==> src/rtl/bit_serializer.sv <==
// bit_serializer: converts a WIDTH-bit parallel word into a serial bit stream,
// one bit per clock, with a valid/ready handshake on the parallel side.
// Bit order is selected by MSB_FIRST. The optional one-word holding register
// (zero-bubble back-to-back words) is enabled by defining
// BIT_SERIALIZER_PREFETCH_EN; without it a word is accepted only in IDLE.
module bit_serializer #(
  parameter int WIDTH     = 8,
  parameter bit MSB_FIRST = 1'b1
) (
  input  logic             clk,
  input  logic             areset_n,
  input  logic [WIDTH-1:0] data_in,
  input  logic             data_valid,
  output logic             data_ready,
  output logic             serial_out,
  output logic             serial_valid,
  output logic             word_done
);

  localparam int             CNT_W    = $clog2(WIDTH);
  localparam logic [CNT_W-1:0] CNT_LAST = CNT_W'(WIDTH - 1);

  typedef enum logic {
    IDLE  = 1'b0,
    SHIFT = 1'b1
  } state_t;

  state_t           state_q, state_d;
  logic [WIDTH-1:0] shift_q, shift_d;
  logic [CNT_W-1:0] cnt_q, cnt_d;
  logic             ready_en_q, ready_en_d;
`ifdef BIT_SERIALIZER_PREFETCH_EN
  logic [WIDTH-1:0] hold_q, hold_d;
  logic             hold_full_q, hold_full_d;
`endif

  logic             accept;
  logic             last_bit;
  logic [WIDTH-1:0] shifted;

  assign accept   = data_valid & data_ready;
  assign last_bit = (state_q == SHIFT) && (cnt_q == CNT_LAST);

  // Remove the bit just emitted so the next one sits at the output position.
  generate
    if (MSB_FIRST) begin : g_msb_first
      assign shifted = {shift_q[WIDTH-2:0], 1'b0};
    end else begin : g_lsb_first
      assign shifted = {1'b0, shift_q[WIDTH-1:1]};
    end
  endgenerate

  // State and datapath registers; everything clears asynchronously on reset.
  always_ff @(posedge clk or negedge areset_n) begin
    if (!areset_n) begin
      // NOTE: sequential state uses non-blocking assignments so every flop
      // samples its _d value from the same pre-edge snapshot.
      state_q     <= IDLE;
      // NOTE: the shift register is reset too (not just the state), so a word
      // interrupted by reset can never leak a stale bit onto serial_out.
      shift_q     <= '0;
      cnt_q       <= '0;
      ready_en_q  <= 1'b0;
`ifdef BIT_SERIALIZER_PREFETCH_EN
      hold_q      <= '0;
      hold_full_q <= 1'b0;
`endif
    end else begin
      state_q     <= state_d;
      shift_q     <= shift_d;
      cnt_q       <= cnt_d;
      ready_en_q  <= ready_en_d;
`ifdef BIT_SERIALIZER_PREFETCH_EN
      hold_q      <= hold_d;
      hold_full_q <= hold_full_d;
`endif
    end
  end

  // Next-state logic for the IDLE/SHIFT controller.
  always_comb begin
    // NOTE: default first so every path assigns state_d and no latch forms.
    state_d = state_q;
    unique case (state_q)
      IDLE: begin
        if (accept) state_d = SHIFT;
      end
      SHIFT: begin
        if (last_bit) begin
`ifdef BIT_SERIALIZER_PREFETCH_EN
          state_d = (hold_full_q || accept) ? SHIFT : IDLE;
`else
          state_d = IDLE;
`endif
        end
      end
      default: state_d = IDLE;
    endcase
  end

  // Shift register, bit counter and holding register updates.
  always_comb begin
    shift_d    = shift_q;
    cnt_d      = cnt_q;
    ready_en_d = 1'b1;
`ifdef BIT_SERIALIZER_PREFETCH_EN
    hold_d      = hold_q;
    hold_full_d = hold_full_q;
`endif
    unique case (state_q)
      IDLE: begin
        // The holding register is always empty in IDLE, so load directly.
        if (accept) begin
          shift_d = data_in;
          cnt_d   = '0;
        end
      end
      SHIFT: begin
        if (last_bit) begin
          cnt_d   = '0;
          shift_d = '0;
`ifdef BIT_SERIALIZER_PREFETCH_EN
          if (hold_full_q) begin
            shift_d     = hold_q;
            hold_full_d = 1'b0;
          end else if (accept) begin
            // Word arriving exactly on the last bit skips the holding stage.
            shift_d = data_in;
          end
`endif
        end else begin
          shift_d = shifted;
          cnt_d   = cnt_q + CNT_W'(1);
`ifdef BIT_SERIALIZER_PREFETCH_EN
          if (accept) begin
            hold_d      = data_in;
            hold_full_d = 1'b1;
          end
`endif
        end
      end
      default: begin
        shift_d = '0;
        cnt_d   = '0;
      end
    endcase
  end

  // Outputs depend only on registered state; data_ready stays low until the
  // first edge after reset release.
  always_comb begin
    serial_valid = (state_q == SHIFT);
    serial_out   = serial_valid & (MSB_FIRST ? shift_q[WIDTH-1] : shift_q[0]);
    word_done    = last_bit;
`ifdef BIT_SERIALIZER_PREFETCH_EN
    data_ready   = ready_en_q & ~hold_full_q;
`else
    data_ready   = ready_en_q & (state_q == IDLE);
`endif
  end

endmodule

==> config.mk <==
export PLATFORM = sky130hd
export DESIGN_NAME = bit_serializer
export DESIGN_NICKNAME = d
export VERILOG_FILES = /design/src/rtl/bit_serializer.sv
export SDC_FILE = /design/constraint.sdc
export NUM_CORES = 1
export LEC_CHECK = 0
export CAP_MARGIN = 20
export CORE_MARGIN = 1.5
export CORE_UTILIZATION = 35
export DETAILED_ROUTE_END_ITERATION = 10
export MAX_ROUTING_LAYER = met4
export PLACE_DENSITY = 0.72
export SLEW_MARGIN = 40
export SYNTH_ARGS = -nofsm -noshare
export SYNTH_HDL_FRONTEND = slang
export SYNTH_SLANG_ARGS = --single-unit
==> constraint.sdc <==
create_clock -name clk -period 1.3 [get_ports clk]
set_clock_uncertainty 0.05 [all_clocks]
set_input_delay 0.195 -clock clk [delete_from_list [all_inputs] [get_ports clk]]
set_output_delay 0.195 -clock clk [all_outputs]
set_load 0.02 [all_outputs]
* Word-level counts from Yosys, hierarchy flattened
Index checks and enable logic that the tools add are counted.
Storage, ports and cells: register bits after elaboration 13, input port bits 11, output and inout port bits 4, logic and storage cells 21
Operators by class: add/sub/neg operators 1, equal/unequal tests 2, muxes and demuxes 9, bitwise gates (word level) 4, reductions and logical operators 1
Operators by type and width (number):
- 2-to-1 mux 8 bit | 2
- case mux 8 bit (2 select lines) | 1
- 2-to-1 mux 3 bit | 2
- case mux 3 bit (2 select lines) | 1
- adder 3 x 1 -> 3 bit, second input constant | 1
- bitwise AND 1 bit | 3
- == test 3 bit, second input constant | 1
- 2-to-1 mux 1 bit | 2
- inequality test 2 bit, second input constant | 1
- case mux 1 bit (2 select lines) | 1
- logical AND 1 bit | 1
- NOT 1 bit | 1

* Depth between registers and ports, before layout
Gate-level depths: netlist (run 1).
depth in word-level cells 5, mapped depth 6

* Worst setup path after synthesis (run 1)
Ideal clock, no wire load.
path kind register -> register, start point register cnt_q[0], end point register shift_q[7], arrival time 1.148 ns, setup slack 0.018 ns, stages on the path, launching flop included 7, buffers on the path 1, clock period less this slack 1.282 ns, cell sequence dfrtp_1 ha_1 ha_1 and2b_1 buf_4 nand2_1 o21ai_0
On the way: word-level cells in the longest chain between the ends 4
RTL lines:
- from (decl) | line 30 | logic [CNT_W-1:0] cnt_q, cnt_d;
- from (signal assigned) | line 71 | cnt_q <= cnt_d;
- == test 3 bit | line 42 | assign last_bit = (state_q == SHIFT) && (cnt_q == CNT_LAST);
- logical AND 1 bit | line 42
- 2-to-1 mux 8 bit | line 119 | if (last_bit) begin
- case mux 8 bit (2 select lines) | line 110 | unique case (state_q)
- to (signal assigned) | line 70 | shift_q <= shift_d;
- to (decl) | line 29 | logic [WIDTH-1:0] shift_q, shift_d;
No other way between the ends. A chain may end at the register's enable or synchronous reset.

* Final worst setup path (run 1)
start point register cnt_q[0], end point output port word_done
On the way: word-level cells in the longest chain between the ends 2
RTL lines:
- == test 3 bit | line 42
- logical AND 1 bit | line 42
- to (decl) | line 17 | output logic word_done
No other way between the ends.

==> flow_metrics.tcl, run 1 <==
set metrics [dict create \
    status "finished with violations" \
    violations "DRC, setup timing" \
    grtUsageTotal_pct 15.4 \
    antenna_found_initial 0 \
    dr.pass1.iters 6 \
    yosys.area.top_type "dfrtp_1" \
    p_sw_uw 598 \
    io_buffers 14 \
    grt.overflow.total 0 \
    top_layer "met4" \
    gp_congestion 0.691 \
    arrival_ps 1280 \
    worstReg2RegStart "cnt_q[0]" \
    numClockSinks 13 \
    drive_gt1_share_pct 28.0 \
    finalSetupTns_ps -1670 \
    ios 15 \
    syn_area_um2 604 \
    routedWlPerCell_um 12.7 \
    cp_slowest_cell "dfrtp_1" \
    drt_iter0_drc 9 \
    r2r_cells 7 \
    setup_viol 10 \
    ys_seq_area_share_pct 53.8 \
    p_int_mw 1.09 \
    crit_type "register to output pin" \
    drc 1 \
    hold_viol_final 0 \
    fp.dieW_um 44.6 \
    rows 14 \
    syn_avg_cell_area_um2 10.4 \
    critical-path-max-stage-delay_ps 390 \
    hp-class "input pin to async pin" \
    grt_pass1_wl_um 2060 \
    finalCriticalPeriod_ps 1530 \
    final_nets 96 \
    syn_to_final_growth_pct 43.3 \
    fin_ws_ps -226 \
    wl_met1_um 552 \
    vias 485 \
    die_area_um2 1990 \
    peakVddDrop_uv 999 \
    reg2reg_slack_ps -180 \
    met3_length_um 31 \
    postLayoutCellArea_um2 866 \
    grt_start_max_net_pins 14 \
    rsz0062_at_grt "true" \
    pwr-share-comb_pct 46.2 \
    initial_core_util_pct 38.8 \
    yosys_warnings 0 \
    tritoncts "yes" \
    p_leak_nw 0.418 \
    slew_viol_final 0 \
    ys_types 18 \
    hold-worst-slack_ps 158 \
    cp.buffers_inverters 1 \
    clkTransAtPathRegs_ps 80 \
    die_h_um 44.6 \
    synth.area.top_cells "dfrtp_1 54%, mux2i_1 12%, nand2_1 7.5%" \
    seqPwrFrac_pct 38.5 \
    n_antenna_cell 0 \
    wl_met2_um 636 \
    grt_pass1_vias 438 \
    final_util_pct 55.5 \
    core_um2 1560 \
    cts_buffer_depth 2 \
    fmax_mhz 655 \
    r2r-end "shift_q[3]" \
    ant_nets 0 \
    min_period_over_period_pct 117 \
    cp_num_cells 4 \
    insertion_delay_ps 280 \
    synth_seq_cells 13 \
    cts_made_buffers 3 \
    powerDensity_nw_per_um2 1940 \
    drv_cap 0 \
    critPathRequiredTime_ps 1050 \
    cts-root-buf "clkbuf_4" \
    crit_family "flip-flops" \
    routed_wl_um 1240 \
    start_kind "register" \
    switching_share_pct 35.5 \
    hpwl_um 871 \
    dpl-instance-area_um2 806 \
    cts_max_level 1 \
    final_cell_mix "12 x nand2_1, 12 x dfrtp_1, 10 x clkdlybuf4s50_1" \
    vias_per_cell 4.95 \
    crit_chain "ha_2, ha_4, and2_4, buf_6" \
    clkPwrFrac_pct 15.3 \
    critPathCaptureType "output pin" \
    synth_fp_nets 71 \
    cp_max_fo 2 \
    netlist_instances 58 \
    dp_worst_setup_slack_ps -344 \
    synth_top_area_share_pct 53.8 \
]
stage by stage:
step	std cells	total power, mW
floorplan	58	1.00
global placement	92	1.30
detailed placement	92	1.33
CTS	97	1.61
global route	98	1.81
finish	98	1.68
worst max path at each step:
stage                       to     start
finish               word_done  cnt_q[0]
global route         word_done  cnt_q[0]
CTS                  word_done  cnt_q[1]
detailed placement   word_done  cnt_q[0]
global placement     word_done  cnt_q[0]
floorplan           shift_q[7]  cnt_q[0]
routing by layer:
| layer | vias up | global-route usage [%] |
|---|---|---|
| li1 | 242 | - |
| met1 | 233 | 18.9 |
| met2 | 8 | 22.9 |
| met3 | 2 | 3.67 |
| met4 | 0 | 9.09 |
| met5 | - | - |
cell type report:
cell class / count / area (um2)
Fill cell: 150 / 693
Sequential cell: 13 / 327
Multi-Input combinational cell: 42 / 284
Timing Repair Buffer: 23 / 209
Clock buffer: 4 / 26.3
Tap cell: 16 / 20.0
sequential cells by signal (all words and copies together) (netlist names):
signal,count
serial_valid,1
shift_q,8
ready_en_q,1
cnt_q,3
logic make-up (layout without fill, tap and decap cells):
family                   after synthesis  in the layout  share of synthesized area (%)
AO/OA/AOI/OAI                         12             12                           9.94
AND/OR/NAND/NOR                       20             20                           15.9
adder cells (fa/ha/maj)                2              2                           4.14
multiplexers                           7              7                           11.6
flip-flops                            13             13                           53.8
buffers and inverters                  3             27                           3.93
other                                  1              1                          0.621
worst register-to-register path, delay by kind of cell (launching register included):
family | cells | cell delay (ps)
compound gates | 1 | 80
fa+ha+maj | 2 | 360
flops | 1 | 390
simple gates | 2 | 270
buf+inv | 2 | 250
timing repair:
action,4_1_cts,5_1_grt
setup endpoints to repair,14,15
pin swaps,1,2
gates resized for setup,22,7
hold buffers,0,0
buffers inserted,1,1
Yosys cell counts:
cell      number
nand3_1        1
conb_1         1
buf_6          1
ha_1           2
nand2b_1       1
clkbuf_2       1
and2_1         2
nand2_1       12
o21ai_1        6
nor2b_1        1
o21ai_0        5
nand3b_1       1
dfrtp_1       13
mux2i_1        7
buf_4          1
a21oi_1        1
and2b_1        1
nand2_2        1
power groups by stage:
stage	clock network [mW]	logic [mW]	registers, mW
after floorplan	0	0.355	0.645
after global placement	0	0.664	0.635
after detailed placement	0	0.681	0.647
after CTS	0.264	0.704	0.638
after global routing	0.276	0.868	0.663
final	0.257	0.779	0.648
Note: power is estimated with default switching activity, not from simulation.
==> run 2: changes to the inputs <==
--- a/config.mk
+++ b/config.mk
@@ -5,7 +5,7 @@
 export SDC_FILE = /design/constraint.sdc
 export NUM_CORES = 1
 export LEC_CHECK = 0
-export CAP_MARGIN = 20
+export CAP_MARGIN = 30
 export CORE_MARGIN = 1.5
 export CORE_UTILIZATION = 35
 export DETAILED_ROUTE_END_ITERATION = 10
==> results of run 2 <==
The final DEF is identical to that of run 1; final timing and power are the same.
==> run 3: changes to the inputs <==
--- a/config.mk
+++ b/config.mk
@@ -8,6 +8,7 @@
 export CAP_MARGIN = 30
 export CORE_MARGIN = 1.5
 export CORE_UTILIZATION = 35
+export CTS_BUF_LIST = sky130_fd_sc_hd__clkbuf_2
 export DETAILED_ROUTE_END_ITERATION = 10
 export MAX_ROUTING_LAYER = met4
 export PLACE_DENSITY = 0.72
==> run 3 against run 2 <==
The flow still finishes with violations (DRC, setup timing); sequential share of layout area rose by 0.27 points; sequential power barely moved; via count shrank 0.41%; first-iteration DRC count down 56%; fmax about the same; clock power fell by 17%; combinational power is essentially flat; largest cell class unchanged; cell area shrank 0.72%; non-clock buffer count is the same; global-route usage is 1.2 points lower; register-to-register slack is essentially flat.
==> flow_metrics.tcl, run 3 (synthesis results as in run 1) <==
set metrics [dict create \
    grt_start_max_net_pins 14 \
    final_nets 96 \
    n_antenna_cell 0 \
    rsz0062_at_grt "true" \
    rows 14 \
    arrival_ps 1280 \
    core_um2 1560 \
    ant_nets 0 \
    cp.buffers_inverters 1 \
    top_register "shift_q" \
    p_leak_nw 0.420 \
    peakVddDrop_uv 1220 \
    io_buffers 14 \
    fin_ws_ps -227 \
    grt_pass1_wl_um 1990 \
    slew_viol_final 0 \
    hp-class "input pin to async pin" \
    routedWlPerCell_um 12.4 \
    setup_viol 10 \
    reg2reg_slack_ps -180 \
    antenna_found_initial 0 \
    vias 483 \
    tritoncts "yes" \
    r2r_cells 7 \
    crit_chain "ha_2, ha_4, and2_4, buf_6" \
    numClockSinks 13 \
    drv_cap 0 \
    nFillCells 147 \
    final_cells 98 \
    largest_reg_flops 8 \
    drive_gt1_share_pct 29.3 \
    hold_buffers 0 \
    critPathRequiredTime_ps 1050 \
    initial_core_util_pct 38.8 \
    violations "DRC, setup timing" \
    grtUsageTotal_pct 14.2 \
    die_h_um 44.6 \
    cts_max_level 1 \
    largestRegisters "shift_q x8, cnt_q x3" \
    cts_made_buffers 3 \
    drt_iter0_drc 4 \
    insertion_delay_ps 270 \
    cp_max_fo 2 \
    syn_to_final_growth_pct 42.2 \
    hold_viol_final 0 \
    dp_cells 92 \
    clkTransAtPathRegs_ps 130 \
    status "finished with violations" \
    powerDensity_nw_per_um2 1910 \
    final_util_pct 55.1 \
    crit_type "register to output pin" \
    cp_slowest_cell "dfrtp_1" \
    vias_per_cell 4.93 \
    worstReg2RegStart "cnt_q[0]" \
    cts_buffer_depth 2 \
    fmax_mhz 655 \
    dr.pass1.iters 6 \
    cts-root-buf "clkbuf_2" \
    min_period_over_period_pct 117 \
    critical-path-max-stage-delay_ps 410 \
    grt_pass1_vias 435 \
    r2r-end "shift_q[5]" \
    hpwl_um 871 \
    fp.dieW_um 44.6 \
    critPathCaptureType "output pin" \
    drc 1 \
    routed_wl_um 1220 \
    start_kind "register" \
    grt.overflow.total 0 \
    finalCriticalPeriod_ps 1530 \
    finalSetupTns_ps -1730 \
    gp_congestion 0.691 \
    ios 15 \
    crit_family "flip-flops" \
    final_cell_mix "12 x nand2_1, 12 x dfrtp_1, 10 x clkdlybuf4s50_1" \
    die_area_um2 1990 \
]
==> run 3: cell count changes in the layout (fill, tap and decap cells not counted) <==
cell      change
clkbuf_1      -1
clkbuf_2      +4
clkbuf_4      -3
==> run 3: through the flow <==
stage	area [um2]	hold slack (ps)	worst slack (ps)	power, mW
2_1_floorplan	604	-151	18.0	1.00
4_1_cts	840	154	-226	1.58
3_3_place_gp	806	414	-332	1.30
6_report	860	159	-227	1.64
3_5_place_dp	806	426	-344	1.33
5_1_grt	860	182	-271	1.76
==> run 3: cell type report <==
cell class / count / area (um2) / area share [%]
timing repair buffer: 23 / 209 / 24.3
sequential: 13 / 327 / 38.0
multi-input combinational: 42 / 284 / 33.0
tap: 16 / 20.0 / 2.33
clock buffer: 4 / 20.0 / 2.33
==> run 3: power breakdown <==
| group | internal (mW) | switching, mW |
|---|---|---|
| sequential | 0.550 | 0.0969 |
| combinational | 0.416 | 0.364 |
| clock | 0.0816 | 0.131 |
| total | 1.05 | 0.592 |
==> run 3: what timing repair did <==
| item | CTS | global route |
|---|---|---|
| endpoints found under the setup margin | 14 | 14 |
| pin swaps | 2 | 2 |
| setup buffers | 1 | 1 |
| gates resized for setup | 23 | 6 |
==> run 3: worst max-delay path by stage <==
stage                  start    endpoint  slack, ps  cells past startpoint
floorplan           cnt_q[0]  shift_q[7]         20                      6
finish              cnt_q[0]   word_done       -230                      4
detailed placement  cnt_q[0]   word_done       -340                      4
global route        cnt_q[0]   word_done       -270                      4
CTS                 cnt_q[1]   word_done       -230                      4
global placement    cnt_q[0]   word_done       -330                      4
==> run 3: routing by layer <==
metal	share of wire (%)	global-route usage [%]
met1	45	18.9
met5	0	-
met4	0	3.64
met3	2.5	2.45
met2	52	22.3
